==> config.mk <==
export PLATFORM = sky130hd
export DESIGN_NAME = matrix_loader
export DESIGN_NICKNAME = d
export VERILOG_FILES = /design/src/rtl/matrix_pkg.sv /design/src/rtl/loader_fifo.sv /design/src/rtl/matrix_loader.sv
export SDC_FILE = /design/constraint.sdc
export NUM_CORES = 1
export LEC_CHECK = 0
export BUFFER_PORTS_ARGS = -buffer_cell sky130_fd_sc_hd__buf_2
export CAP_MARGIN = 15
export CELL_PAD_IN_SITES_DETAIL_PLACEMENT = 2
export CELL_PAD_IN_SITES_GLOBAL_PLACEMENT = 2
export CORE_MARGIN = 4
export CORE_UTILIZATION = 35
export DETAILED_ROUTE_END_ITERATION = 7
export PLACE_DENSITY = 0.69
export SYNTH_ARGS = -nofsm -noshare
export SYNTH_HDL_FRONTEND = slang
export SYNTH_SLANG_ARGS = --single-unit
export TNS_END_PERCENT = 30
==> constraint.sdc <==
create_clock -name clk -period 5.8 [get_ports clk]
set_clock_uncertainty 0.1 [all_clocks]
set_input_delay 1.16 -clock clk [delete_from_list [all_inputs] [get_ports clk]]
set_output_delay 1.16 -clock clk [all_outputs]
set_load 0.01 [all_outputs]
==> src/rtl/matrix_pkg.sv <==
// Shared types and defaults for the matrix operand loader.
package matrix_pkg;
  localparam int DEF_DATA_W = 8;
  localparam int DEF_ROWS   = 4;
  localparam int DEF_DEPTH  = 16;

  typedef enum logic [1:0] {
    L_IDLE  = 2'b00,
    L_FETCH = 2'b01,
    L_DONE  = 2'b11
  } load_state_e;
endpackage

==> src/rtl/loader_fifo.sv <==
// Circular-buffer sync FIFO; full/empty are registered from the post-edge count.
module loader_fifo #(
  parameter int DATA_W = 8,
  parameter int DEPTH  = 16
) (
  input  logic                     clk,
  input  logic                     rst,
  input  logic                     push,
  input  logic                     pop,
  input  logic [DATA_W-1:0]        din,
  output logic [DATA_W-1:0]        dout,
  output logic                     full,
  output logic                     empty,
  output logic [$clog2(DEPTH):0]   count
);
  localparam int AW = $clog2(DEPTH);
  localparam logic [AW:0] FULL_CNT = (AW+1)'(DEPTH);

  logic [DATA_W-1:0] mem [DEPTH];
  logic [AW-1:0]     wr_ptr;
  logic [AW-1:0]     rd_ptr;
  logic [AW:0]       count_nxt;
  logic              do_push;
  logic              do_pop;

  assign do_push = push & ~full;
  assign do_pop  = pop & ~empty;
  assign dout    = mem[rd_ptr];

  always_comb begin
    count_nxt = count;
    if (do_push && !do_pop)
      count_nxt = count + 1'b1;
    else if (!do_push && do_pop)
      count_nxt = count - 1'b1;
  end

  // Pointers wrap on their own because DEPTH is a power of two.
  always_ff @(posedge clk or negedge rst) begin
    if (!rst) begin
      wr_ptr <= '0;
      rd_ptr <= '0;
      count  <= '0;
      full   <= 1'b0;
      empty  <= 1'b1;
    end else begin
      if (do_push) wr_ptr <= wr_ptr + 1'b1;
      if (do_pop)  rd_ptr <= rd_ptr + 1'b1;
      count <= count_nxt;
      full  <= (count_nxt == FULL_CNT);
      empty <= (count_nxt == '0);
    end
  end

  always_ff @(posedge clk) begin
    if (do_push) mem[wr_ptr] <= din;
  end
endmodule

==> src/rtl/matrix_loader.sv <==
// Operand loader: buffers APB writes, assembles a ROWS-element column on load_en,
// and rotates it during the controller's shift phase.
module matrix_loader
  import matrix_pkg::*;
#(
  parameter int DATA_W = DEF_DATA_W,
  parameter int ROWS   = DEF_ROWS,
  parameter int DEPTH  = DEF_DEPTH
) (
  input  logic                   clk,
  input  logic                   rst,
  input  logic                   psel,
  input  logic                   penable,
  input  logic                   pwrite,
  input  logic [DATA_W-1:0]      pwdata,
  input  logic                   pready_in,
  input  logic                   load_en,
  input  logic                   shift_data_en,
  output logic                   load_done,
  output logic [ROWS*DATA_W-1:0] col_data,
  output logic                   col_valid,
  output logic                   buf_full,
  output logic                   buf_empty,
  output logic                   overflow_err,
  output load_state_e            state_dbg
);
  localparam int AW = $clog2(DEPTH);
  localparam int IW = $clog2(ROWS);
  localparam logic [AW:0]   ROWS_CNT = (AW+1)'(ROWS);
  localparam logic [IW-1:0] LAST_IDX = IW'(ROWS-1);

  load_state_e       state;
  load_state_e       state_nxt;
  logic              wr_req;
  logic              push;
  logic              pop;
  logic [DATA_W-1:0] fifo_dout;
  logic [AW:0]       fifo_count;
  logic [IW-1:0]     fetch_idx;
  logic [IW-1:0]     shift_cnt;
  logic              shift_ok;
  logic              fetch_start;

  // Write handshake: a beat transfers when psel, penable, pwrite and pready_in are all
  // high at the clock edge; it is stored only if the FIFO was not already full.
  assign wr_req = psel & penable & pwrite & pready_in;
  assign push   = wr_req & ~buf_full;

  loader_fifo #(.DATA_W(DATA_W), .DEPTH(DEPTH)) u_fifo (
    .clk   (clk),
    .rst   (rst),
    .push  (push),
    .pop   (pop),
    .din   (pwdata),
    .dout  (fifo_dout),
    .full  (buf_full),
    .empty (buf_empty),
    .count (fifo_count)
  );

  always_ff @(posedge clk or negedge rst) begin
    if (!rst) state <= L_IDLE;
    else      state <= state_nxt;
  end

  always_comb begin
    state_nxt   = state;
    pop         = 1'b0;
    fetch_start = 1'b0;
    case (state)
      L_IDLE: begin
        if (load_en && fifo_count >= ROWS_CNT) begin
          state_nxt   = L_FETCH;
          fetch_start = 1'b1;
        end
      end
      L_FETCH: begin
        pop = 1'b1;
        if (fetch_idx == LAST_IDX) state_nxt = L_DONE;
      end
      L_DONE:  state_nxt = L_IDLE;
      default: state_nxt = L_IDLE;
    endcase
  end

  assign shift_ok  = shift_data_en & col_valid & (state == L_IDLE);
  assign load_done = (state == L_DONE) | (shift_ok & (shift_cnt == LAST_IDX));
  assign state_dbg = state;

  // col_valid rises on the last fetch edge so it is already high in the L_DONE cycle.
  always_ff @(posedge clk or negedge rst) begin
    if (!rst) begin
      col_data     <= '0;
      col_valid    <= 1'b0;
      shift_cnt    <= '0;
      fetch_idx    <= '0;
      overflow_err <= 1'b0;
    end else begin
      if (wr_req && buf_full) overflow_err <= 1'b1;
      if (fetch_start) begin
        col_valid <= 1'b0;
        fetch_idx <= '0;
      end else if (shift_ok) begin
        col_data  <= {col_data[DATA_W-1:0], col_data[ROWS*DATA_W-1:DATA_W]};
        shift_cnt <= shift_cnt + 1'b1;
        if (shift_cnt == LAST_IDX) col_valid <= 1'b0;
      end
      if (state == L_FETCH) begin
        col_data[fetch_idx*DATA_W +: DATA_W] <= fifo_dout;
        fetch_idx <= fetch_idx + 1'b1;
        if (fetch_idx == LAST_IDX) begin
          col_valid <= 1'b1;
          shift_cnt <= '0;
        end
      end
    end
  end
endmodule

## After elaboration in Yosys (flattened, before gate mapping)

Memories as Yosys holds them, arrays and structs flattened.
Cells that the tools add are included.
W data, S select, Z words.

| operators by class | value |
|---|---|
| add/sub/neg operators | 7 |
| multiply operators | 0 |
| div/mod/pow operators | 0 |
| order comparisons | 1 |
| equal/unequal tests | 7 |
| shift operators | 2 |
| multiplexer cells | 25 |
| bitwise gates (word level) | 12 |
| reductions and logical operators | 10 |

Operators by type and width:

| kind | count |
|---|---|
| $mux W32 | 3 |
| $neg A5 Y34 | 1 |
| $shift A8 B34 Y32 const A | 1 |
| $shiftx A8 B34 Y32 | 1 |
| $bwmux W32 | 1 |
| $mux W2 | 8 |
| $mux W1 | 10 |
| $mux W5 | 2 |
| $and A1 B1 Y1 | 9 |
| $add A4 B1 Y4 const B | 2 |
| $eq A2 B2 Y1 const B | 3 |
| $add A5 B1 Y5 const B | 1 |
| $eq A5 B5 Y1 const B | 1 |
| $ge A5 B3 Y1 const B | 1 |
| $logic_not A5 Y1 | 1 |
| $sub A5 B1 Y5 const B | 1 |
| $add A2 B1 Y2 const B | 2 |
| $logic_and A1 B1 Y1 | 4 |
| $ne A2 B2 Y1 const B | 2 |
| $pmux W2 S2 | 1 |
| $eq A2 B1 Y1 const B | 1 |
| $logic_not A1 Y1 | 2 |
| $logic_not A2 Y1 | 1 |
| $not A1 Y1 | 2 |
| 3 further kinds | 3 |

| storage, ports and cells | value |
|---|---|
| bits in registers | 55 |
| latch bits | 0 |
| bits in writable memories | 128 |
| ROM bits | 0 |
| input port bits | 16 |
| output and inout port bits | 39 |
| logic and storage cells | 76 |
| memories | 1 |

Memory list:

| name | depth | bits a word | read ports | clocked after Yosys merged registers in | wr ports | line | RTL |
|---|---|---|---|---|---|---|---|
| u_fifo.mem | 16 | 8 | 1 | 0 | 1 | loader_fifo.sv:19 | `logic [DATA_W-1:0] mem [DEPTH];` |

## Depth between registers and ports, before layout

Gate-level depths: netlist of the first run.

| logic depth | value |
|---|---|
| depth after elaboration | 10 |
| gate-level depth with buffers | 8 |
| depth with buffers taken out | 7 |

## By module

A second synthesis of the first run with hierarchy kept.

| second synthesis, totals | value |
|---|---|
| cells, all modules | 517 |
| area total of the unflattened synthesis | 8181.6 µm² |

By module, submodules not included:

| module | instances | cells an instance | area an instance (µm²) | sequential area each (µm²) |
|---|---|---|---|---|
| loader_fifo | 1 | 296 | 5774.3 | 4220.3 |
| matrix_loader | 1 | 221 | 2407.3 | 1001.0 |

## Worst setup path after synthesis of the first run

No wires, ideal clock.

| timing path | value |
|---|---|
| path type | input port to output port |
| from | in shift_data_en |
| to | out load_done |
| arrival | 1592 ps |
| data required time | 4540 ps |
| path slack | 2948 ps |
| stages | 4 |
| buffers on the path | 0 |
| path through | nand2_1 > nor3_1 > nand2_1 > o21ai_0 |

| between the ends | value |
|---|---|
| cells in the longest elaborated chain, start to end | 4 |

Ends and longest elaborated chain:

| item | line | RTL |
|---|---|---|
| start, declared | matrix_loader.sv:18 | `input logic shift_data_en,` |
| $and A1 B1 Y1 (2 in series) | matrix_loader.sv:86 | `assign shift_ok = shift_data_en & col_valid & (state == L_IDLE);` |
| $and A1 B1 Y1 | matrix_loader.sv:87 | `assign load_done = (state == L_DONE) \| (shift_ok & (shift_cnt == LAST_IDX));` |
| $or A1 B1 Y1 | matrix_loader.sv:87 |  |
| end, declared | matrix_loader.sv:19 | `output logic load_done,` |

Every way passes these cells.

## Worst setup path in the final report of the first run

Same ends and word-level chain as after synthesis.

==> results of run 1 <==
[layout by cell type (no fill, tap or decap), types with 6 or more instances in the layout]
| master | Yosys | routed |
|---|---|---|
| and4_1 | 6 | 6 |
| xnor2_1 | 9 | 9 |
| dfrtp_1 | 54 | 52 |
| clkbuf_16 | 0 | 17 |
| ha_1 | 14 | 14 |
| and2_1 | 13 | 13 |
| edfxtp_1 | 128 | 128 |
| mux2i_1 | 41 | 41 |
| mux4_2 | 32 | 32 |
| o221ai_1 | 32 | 32 |
| inv_1 | 9 | 9 |
| nor2_1 | 12 | 12 |
| nand2_1 | 43 | 42 |
| buf_2 | 10 | 54 |
| mux2_2 | 10 | 10 |
[kinds of logic (layout without fill, tap and decap cells)]
family / count (synthesis) / in the layout / synth area share
AO/OA/AOI/OAI: 49 / 49 / 0.0514
XOR/XNOR: 11 / 11 / 0.0132
adder cells (fa/ha/maj): 14 / 14 / 0.0222
buffers and inverters: 33 / 97 / 0.0197
flip-flops: 183 / 183 / 0.662
multiplexers: 83 / 83 / 0.158
AND/OR/NAND/NOR: 105 / 105 / 0.0742
[critical path, delay by kind of cell]
kind / cells / cell delay, ns
AOI/OAI and AO/OA: 1 / 0.09
buffers and inverters: 2 / 0.24
and+or+nand+nor: 3 / 0.44
[cells in the mapped netlist (2+ instances only)]
| library cell | n |
|---|---|
| edfxtp_1 | 128 |
| dfrtp_1 | 54 |
| nand2_1 | 43 |
| mux2i_1 | 41 |
| mux4_2 | 32 |
| o221ai_1 | 32 |
| ha_1 | 14 |
| and2_1 | 13 |
| nor2_1 | 12 |
| buf_2 | 10 |
| mux2_2 | 10 |
| inv_1 | 9 |
| xnor2_1 | 9 |
| clkbuf_1 | 7 |
| and4_1 | 6 |
| a21oi_1 | 5 |
| and2_2 | 5 |
| buf_1 | 4 |
| nand3_1 | 4 |
| nand4_1 | 4 |
| o21ai_0 | 4 |
| nor2b_1 | 3 |
| nor3_1 | 3 |
| and3_1 | 2 |
| buf_6 | 2 |
| o211ai_1 | 2 |
| o31ai_1 | 2 |
| or3b_2 | 2 |
[power by group]
part           switching [uW]  internal [uW]  total [uW]
clock network             547            612        1160
logic                     820            638        1460
registers                 260           1580        1840
total                    1630           2820        4450
[stage by stage]
stage	instances	worst slack [ns]	utilization	cell area, um2	total power (uW)
floorplan	478	2.95	-	7890	2790
global placement	791	2.71	0.382	8420	3250
detailed placement	791	2.56	0.382	8420	3340
CTS	822	2.60	0.409	9000	4510
global route	822	2.53	0.409	9000	4700
finish	822	2.62	0.409	9000	4450
[final cells by class]
type                    count  area (um2)  area share
inverters                   9        33.8     0.00375
repair buffers             57         293      0.0325
flip-flops and latches    183        5220       0.580
clock inverters            14         160      0.0178
well taps                 280         350      0.0389
clock buffers              17         425      0.0473
multi-input cells         262        2520       0.279
[registers in the layout, indices dropped and copies added (netlist names)]
name           flops
state_dbg          2
u_fifo.empty       1
fetch_idx          2
u_fifo.mem       128
u_fifo.rd_ptr      4
col_valid          1
u_fifo.count       5
overflow_err       1
u_fifo.full        1
shift_cnt          2
col_data          32
u_fifo.wr_ptr      4
[metal layers]
layer	track usage	share of wire	vias to the layer above
met2	0.288	0.50	100
li1	-	-	1976
met1	0.231	0.46	2378
met3	0.0317	0.034	10
met4	0.0361	0.0066	0
met5	0	0	-
[worst paths after layout]
check	startpoint	end	slack [ns]
max	shift_data_en	load_done	2.62
min	overflow_err	overflow_err	0.36
max reg2reg	state_dbg[1]	col_data[4]	3.22
min reg2reg	overflow_err	overflow_err	0.36
max in group asynchronous	rst	u_fifo.rd_ptr[0]	4.31
min in group asynchronous	rst	u_fifo.wr_ptr[0]	0.77
==> results.md, run 1 <==
- Leakage: 0.00350 uW
- Critical Path RT: 4.54 ns
- Post-CTS Resized: 0
- R2R cell count: 4
- Post-synth net total: 508
- Worst path slowest cell: nor3_1
- Worst EP arrival: roughly 1.9 ns
- First-pass GRT wire length: ~31000 um
- MaxCap Viol Count: 0
- Hold-critical path depth: 1
- CP max FO: 2
- Worst setup EP type: primary output
- Core area: 22000 um2
- Die Wd: 158 um
- Final setup viols: 0
- TritonCTS buffer count: 17
- Synth Cell Area: 7890 um2
- Synth area leader: edfxtp_1
- GPL Wtd Cong: slightly below 0.8
- Startpoint Class: primary input
- Status: finished clean
- Async SR Flop Fraction: 0.301
- Worst-margin pin slew: around 1.0 ns
- Synth top area share: 0.487
- Vias per cell: roughly 5.4
- Fmax: roughly 310 MHz
- Hold Crit Class: flip-flop to flip-flop
- CTS H-tree lvls: 4
- Initial antenna violation count: 0
- Number of global-route vias before repair: roughly 4900
- Clk_lat worst skew: 0.43 ns
- DRT Wirelength: 20600 um
- Pin count of the biggest net entering global routing: 56
- Worst Path Class, Setup: primary input to primary output
- Peak VDD IR: 0.204 mV
- Cells after Synth: 478
- Post-synth EDFFs: 128
- Share of post-route cells with drive strength above 1: 0.277
- Setup_tns: 0 ns
- Post CTS Setup Buffer Count: 0
- Yosys Warn Count: 0
- Max-slew violation count: 0
- Synth area leaders: edfxtp_1 49%, dfrtp_1 17%, mux4_2 9.1%
- Hold slack final: 0.360 ns
- Global router's overall resource usage: 0.170
- CTS tree: yes
- Critical-path cell list: buf_2 -> nand2_1 -> nor3_1 -> nand2_1 -> o21ai_0 -> buf_2
- DP HPWL: 14200 um
- Drt pass-1 iters: 4
- Clock Sinks: ~180
- Fillers: 2142
- Synth Flop Type: edfxtp_1
- Post-synthesis sequential area ratio: 0.662
- Clock transition at path regs: 0.07 ns
- Crit share post-route: 0.549
- PD cells: 495 nW/um2
- Fin crit period: 3.18 ns
- GRT overflow: 0
- Wire length per cell: 25.0 um
- Max clock buf depth: 2
- Initial Utilization: 0.358
- DRC Markers: 0
- ANT cells: 0
- Die Y: 158 um
- 1st-iter DRT viols: between 200 and 300
- Hold-fix buffers, CTS: 0
- Row cnt: 54
- Netlist cell types: 44
- Syn_area_per_cell: roughly 17 um2
- Nets: 560
- Slew headroom: 0.305
- Via count: 4464
- FF+latch count, synth: 183
- Post-route ant nets: 0
- Hold Violations, Final: 0
- Die area: 25000 um2
- Area Overhead vs Synth: 14.1%
- IO Port Bufs: 54
- Crit path largest cell delay: 0.27 ns
- Ports: 55
- Root Driver: clkbuf_16
- RSZ-0062 raised after global routing: no
Note: power is estimated with default switching activity, not from simulation.
==> run 2, diff against run 1 <==
Settings changed: ABC_AREA from default to 1, PLACE_DENSITY 0.69 to 0.77.
Clock period 5.8 ns to 3 ns, I/O delays scaled along.
==> results.md, run 2 <==
- Worst-margin pin slew: 0.746 ns
- Drt pass-1 iters: 5
- Pin count of the biggest net entering global routing: 69
- Setup_tns: 0 ns
- Hold-fix buffers, CTS: 0
- First-pass GRT wire length: 40000 um
- Post-Layout Cell Count: approximately 1200
- Worst setup EP type: flip-flop
- Peak VDD IR: 0.415 mV
- Area Overhead vs Synth: 14.2%
- RSZ-0062 raised after global routing: no
- Global router's overall resource usage: 0.199
- Root Driver: clkbuf_16
- Initial Utilization: 0.356
- Die Y: 162 um
- CTS tree: yes
- Hold Crit Class: primary input to async pin
- Die Wd: roughly 160 um
- Max clock buf depth: 2
- Commonest cells in the netlist: 285 x nand2_1, 128 x edfxtp_1, 72 x nand3_1, 70 x inv_1, 54 x dfrtp_1
- 1st-iter DRT viols: 330
- Final setup viols: 0
- Nets: 925
- Crit share post-route: 0.774
- Worst path slowest cell: dfrtp_2
- DRC Markers: 0
- Row cnt: 56
- MaxCap Viol Count: 0
- Cells after Synth: 836
- Post-synth net total: 866
- Number of global-route vias before repair: 6811
- DP HPWL: 16800 um
- Most frequent cells in the layout: 285 x nand2_1, 128 x edfxtp_1, 72 x nand3_1
- Share of post-route cells with drive strength above 1: 0.144
- Hold Violations, Final: 0
- Clock Sinks: 183
- DRT Wirelength: ~26000 um
- CTS H-tree lvls: 4
- Post-route ant nets: 0
- Netlist cell types: 35
- Synth area leader: edfxtp_1
- Initial antenna violation count: 0
- Die area: 26400 um2
- Wire length per cell: about 21 um
- Fin crit period: 2.32 ns
- IO Port Bufs: 54
- GPL Wtd Cong: approximately 0.78
- Cell with the most instances after synthesis: nand2_1
- Synth Flop Type: edfxtp_1
- Most used cell, CP: nand2_1
- Via count: 6273
- Synth area leaders: edfxtp_1 46%, dfrtp_1 16%, nand2_1 13%
- Largest register by flop count: u_fifo.mem
- Startpoint Class: flip-flop
- Critical Path RT: 3.24 ns
- Fmax: 430 MHz
- Synth Cell Area: 8350 um2
- Fillers: 2555
- Worst EP arrival: around 2.6 ns
- FF+latch count, synth: 183
- GRT overflow: 0
- Post-synthesis sequential area ratio: 0.625
- TritonCTS buffer count: 17
- Max-slew violation count: 0
- Leakage: 0.00418 uW
- Ports: 55
- Async SR Flop Fraction: 0.301
- Slew headroom: 0.502
- Post-synth EDFFs: 128
- Worst Path Class, Setup: flip-flop to flip-flop
- Commonest non-fill, non-tap cell in the layout: nand2_1
- Synth top area share: 0.460
- PD cells: 988 nW/um2
- Largest regs: u_fifo.mem (128), col_data (32), u_fifo.count (5)
- Clock transition at path regs: 0.07 ns
- Core area: 23500 um2
- Vias per cell: ~5.1
- Crit path largest cell delay: 0.45 ns
- DP Cell Count: 1195
- Yosys Warn Count: 0
- Syn_area_per_cell: ~10 um2
- Critical-path cell list: inv_4 -> nand2_1 -> nand2_1 -> nand2_1 -> nand3_1 -> nand3_1 -> nand2_1 -> nand2_1 -> o21ai_1
- Clk_lat worst skew: 0.44 ns
- ANT cells: 0
- Max reg flops: 128
- Status: finished clean
- Core Util, Final: 0.406
- Post CTS Setup Buffer Count: 0
- CP max FO: 56
- Post-CTS Resized: 0
## run 2: changes by cell type after synthesis, sizes merged, moves of 32 or more
cell	delta
inv	+68
o221ai	-32
o21ai	+41
nand3	+70
nand2	+251
mux2i	-41
mux4	-32
## run 2: path summary, 6_finish.rpt
check / end / startpoint / slack, ns / cells after the start
min in group clk: overflow_err / overflow_err / 0.36 / 1
max: col_data[20] / u_fifo.rd_ptr[0] / 0.68 / 9
min reg2reg: overflow_err / overflow_err / 0.36 / 1
max in group asynchronous: u_fifo.empty / rst / 2.03 / 2
max reg2reg: col_data[20] / u_fifo.rd_ptr[0] / 0.68 / 9
min: col_data[21] / rst / 0.08 / 1
## run 2: power breakdown
group | switching (uW) | total (uW) | internal, uW
clock network | 1070 | 2240 | 1170
registers | 318 | 3370 | 3050
logic | 2700 | 3820 | 1120
## run 2: metal layers
metal | vias to the layer above | wire [um] | global-route usage
met4 | 0 | 450 | 0.0554
met3 | 34 | 684 | 0.0304
met5 | - | 0 | 0
met1 | 3224 | 11100 | 0.247
li1 | 2900 | - | -
met2 | 115 | 13500 | 0.362
## run 2: cell type report
cell class | count | area, um2 | share of cell area
clock inverter | 13 | 136 | 0.0143
clock buffer | 19 | 433 | 0.0454
multi-input combinational | 538 | 2590 | 0.272
tap | 319 | 399 | 0.0418
timing repair buffer | 75 | 453 | 0.0475
sequential | 183 | 5220 | 0.548
inverter | 80 | 304 | 0.0319
## run 2: worst max-delay path, delay by kind of cell, from the launching register on
family          cells  cell delay, ns
compound gates      1            0.16
buf+inv             1            0.44
flops               1            0.45
simple gates        7            1.03
## run 2: cells by family after synthesis
| family | share of synthesized area |
|---|---|
| compound gates | 0.0598 |
| xor+xnor | 0.00944 |
| fa+ha+maj | 0.0210 |
| buf+inv | 0.0646 |
| flops | 0.625 |
| simple gates | 0.220 |
## run 2: metrics by stage
step	worst slack (ns)	instance area (um2)	power, uW	hold slack (ns)
2_1_floorplan	0.895	8350	5910	0.204
3_3_place_gp	0.558	8970	7030	0.338
5_1_grt	0.537	9540	10100	0.125
6_report	0.677	9540	9420	0.0797
4_1_cts	0.668	9540	9530	0.0999
3_5_place_dp	0.394	8970	7210	0.352
==> run 3, diff against run 2 <==
Settings changed: PLACE_DENSITY 0.77 to 0.8.
Clock period 3 ns to 1.87 ns, I/O delays scaled along.
==> results.md, run 3 (synthesis results as in run 2) <==
- Status: complete, but fails checks
- Violated checks: negative setup slack
- Clk_lat worst skew: around 0.44 ns
- Worst Path Class, Setup: flip-flop to primary output
- Clock power share: 0.230
- Reg power frac: 0.333
- Hold-critical path depth: 3
- Slew headroom: 0.666
- Largest regs: u_fifo.mem (128), col_data (32), u_fifo.count (5)
- Wire length per cell: 21.0 um
- Final Instance Area: between 10000 and 15000 um2
- Fmax: 528 MHz
- Switching Fraction: 0.433
- First-pass GRT wire length: between 40000 and 50000 um
- Die area: 26400 um2
- Nets: 962
- Global router's overall resource usage: 0.201
- Total power: roughly 16000 uW
- Commonest non-fill, non-tap cell in the layout: nand2_1
- Worst EP arrival: 1.42 ns
- P_int: 9160 uW
- DP Area: 9230 um2
- NetSw: around 7000 uW
- Hold Violations, Final: 0
- Core area: 23500 um2
- Worst setup margin: -0.0236 ns
- Fin crit period: ~1.9 ns
- Ports: 55
- CTS tree: yes
- Crit path launch: state_dbg[0]
- Hold Path Sink: state_dbg[0]
- DP HPWL: 17600 um
- Via count: 6438
- Leakage: between 0.004 and 0.005 uW
- Vias per cell: around 5.1
- Pin count of the biggest net entering global routing: 40
- Row cnt: 56
- GPL Wtd Cong: 0.791
- CP max FO: 4
- Worst-margin pin slew: 0.500 ns
- RSZ-0062 raised after global routing: yes
- Max-slew violation count: 0
- MaxCap Viol Count: 0
- TritonCTS buffer count: 17
- Hold slack final: 0.203 ns
- Worst setup EP type: primary output
- Root Driver: clkbuf_16
- Reg2reg start: state_dbg[0]
- DRT Wirelength: 26600 um
- Largest register by flop count: u_fifo.mem
- GRT overflow: 0
- ANT cells: 0
- Worst Min Path Start: load_en
- Clock transition at path regs: 0.08 ns
- Core Util, Final: 0.431
- R2R cell count: 10
- Peak VDD IR: 0.753 mV
- DP Cell Count: 1216
- Crit share post-route: 1.01
- Max clock buf depth: 2
- Final setup viols: 1
- Critical Path RT: 1.40 ns
- Initial antenna violation count: 0
- IO Port Bufs: 54
- Number of global-route vias before repair: 7052
- Most frequent cells in the layout: 278 x nand2_1, 128 x edfxtp_1, 70 x inv_1
- Area Overhead vs Synth: 21.1%
- Die Wd: 162 um
- Share of post-route cells with drive strength above 1: 0.201
- Post-Layout Cell Count: 1264
- Startpoint Class: flip-flop
- R2R Path End: u_fifo.empty
- PD cells: 1600 nW/um2
- R2R setup slack: 0.05 ns
- Clock Sinks: 183
- Comb power frac: 0.437
- 1st-iter DRT viols: 430
- Initial Utilization: 0.356
- Die Y: 162 um
- Hold Crit Class: primary input to flip-flop
- Post-route ant nets: 0
- Max reg flops: 128
- CTS H-tree lvls: 4
- Drt pass-1 iters: 5
- DRC Markers: 0
[run 3: changes by cell type in the layout (fill, tap and decap cells not counted), moves of 5 or more]
cell      before  now
nand3_1       72   64
nand2_2        8   13
clkinv_8       0    5
buf_12         2   11
buf_4         19   41
nand3_2        2   10
nand2_1      285  278
[run 3: layout make-up]
| cell class | instances | area [um2] |
|---|---|---|
| clock buffer | 17 | 425 |
| inverter | 80 | 307 |
| tap | 319 | 399 |
| sequential | 183 | 5230 |
| timing repair buffer | 112 | 892 |
| multi-input combinational | 538 | 2680 |
| clock inverter | 15 | 189 |
| fill | 2484 | 13400 |
[run 3: worst max path at each step]
| stage | cells past startpoint | slack (ns) | end |
|---|---|---|---|
| finish | 4 | -0.02 | load_done |
| global route | 10 | -0.1 | u_fifo.empty |
| CTS | 4 | -0.03 | load_done |
| detailed placement | 8 | -0.17 | u_fifo.mem[13][6] |
| global placement | 8 | -0.06 | u_fifo.mem[9][2] |
| floorplan | 6 | -0.009 | u_fifo.mem[4][0] |
[run 3: metrics by stage]
step,TNS [ns],setup slack (ns)
after floorplan,-1.03,-0.00947
after global placement,-3.91,-0.0577
after detailed placement,-13.94,-0.168
after CTS,-0.0328,-0.0328
after global routing,-0.507,-0.0999
final,-0.0236,-0.0236
[run 3: repair_timing]
| item | 4_1_cts | 5_1_grt |
|---|---|---|
| pin swaps | 3 | 8 |
| endpoints found under the hold margin | 9 | 0 |
| hold buffers | 1 | 0 |
| cloned | 0 | 2 |
| resized for setup | 12 | 22 |
| setup buffers | 9 | 5 |
| setup endpoints to repair | 8 | 40 |
[run 3: critical path, stage by stage, from the launching register on]
cell,delay (ns)
dfrtp_2,0.45
nor3_4,0.23
nand2_2,0.10
o21ai_2,0.06
buf_2,0.14
[run 3: layer usage]
layer | up-vias | GRT usage | routed length [um]
met4 | 0 | 0.0511 | 400
met3 | 29 | 0.0329 | 865
met2 | 119 | 0.363 | 14000
li1 | 2973 | - | -
met5 | - | 0 | 0
met1 | 3317 | 0.252 | 11300
[run 3: power groups by stage]
stage	Sequential [uW]	Clock [uW]	Combinational, uW
6_report	5390	3720	7060
5_1_grt	5470	3980	7800
4_1_cts	5400	3770	6650
3_3_place_gp	5420	0	6140
2_1_floorplan	5440	0	4040
3_5_place_dp	5460	0	6450
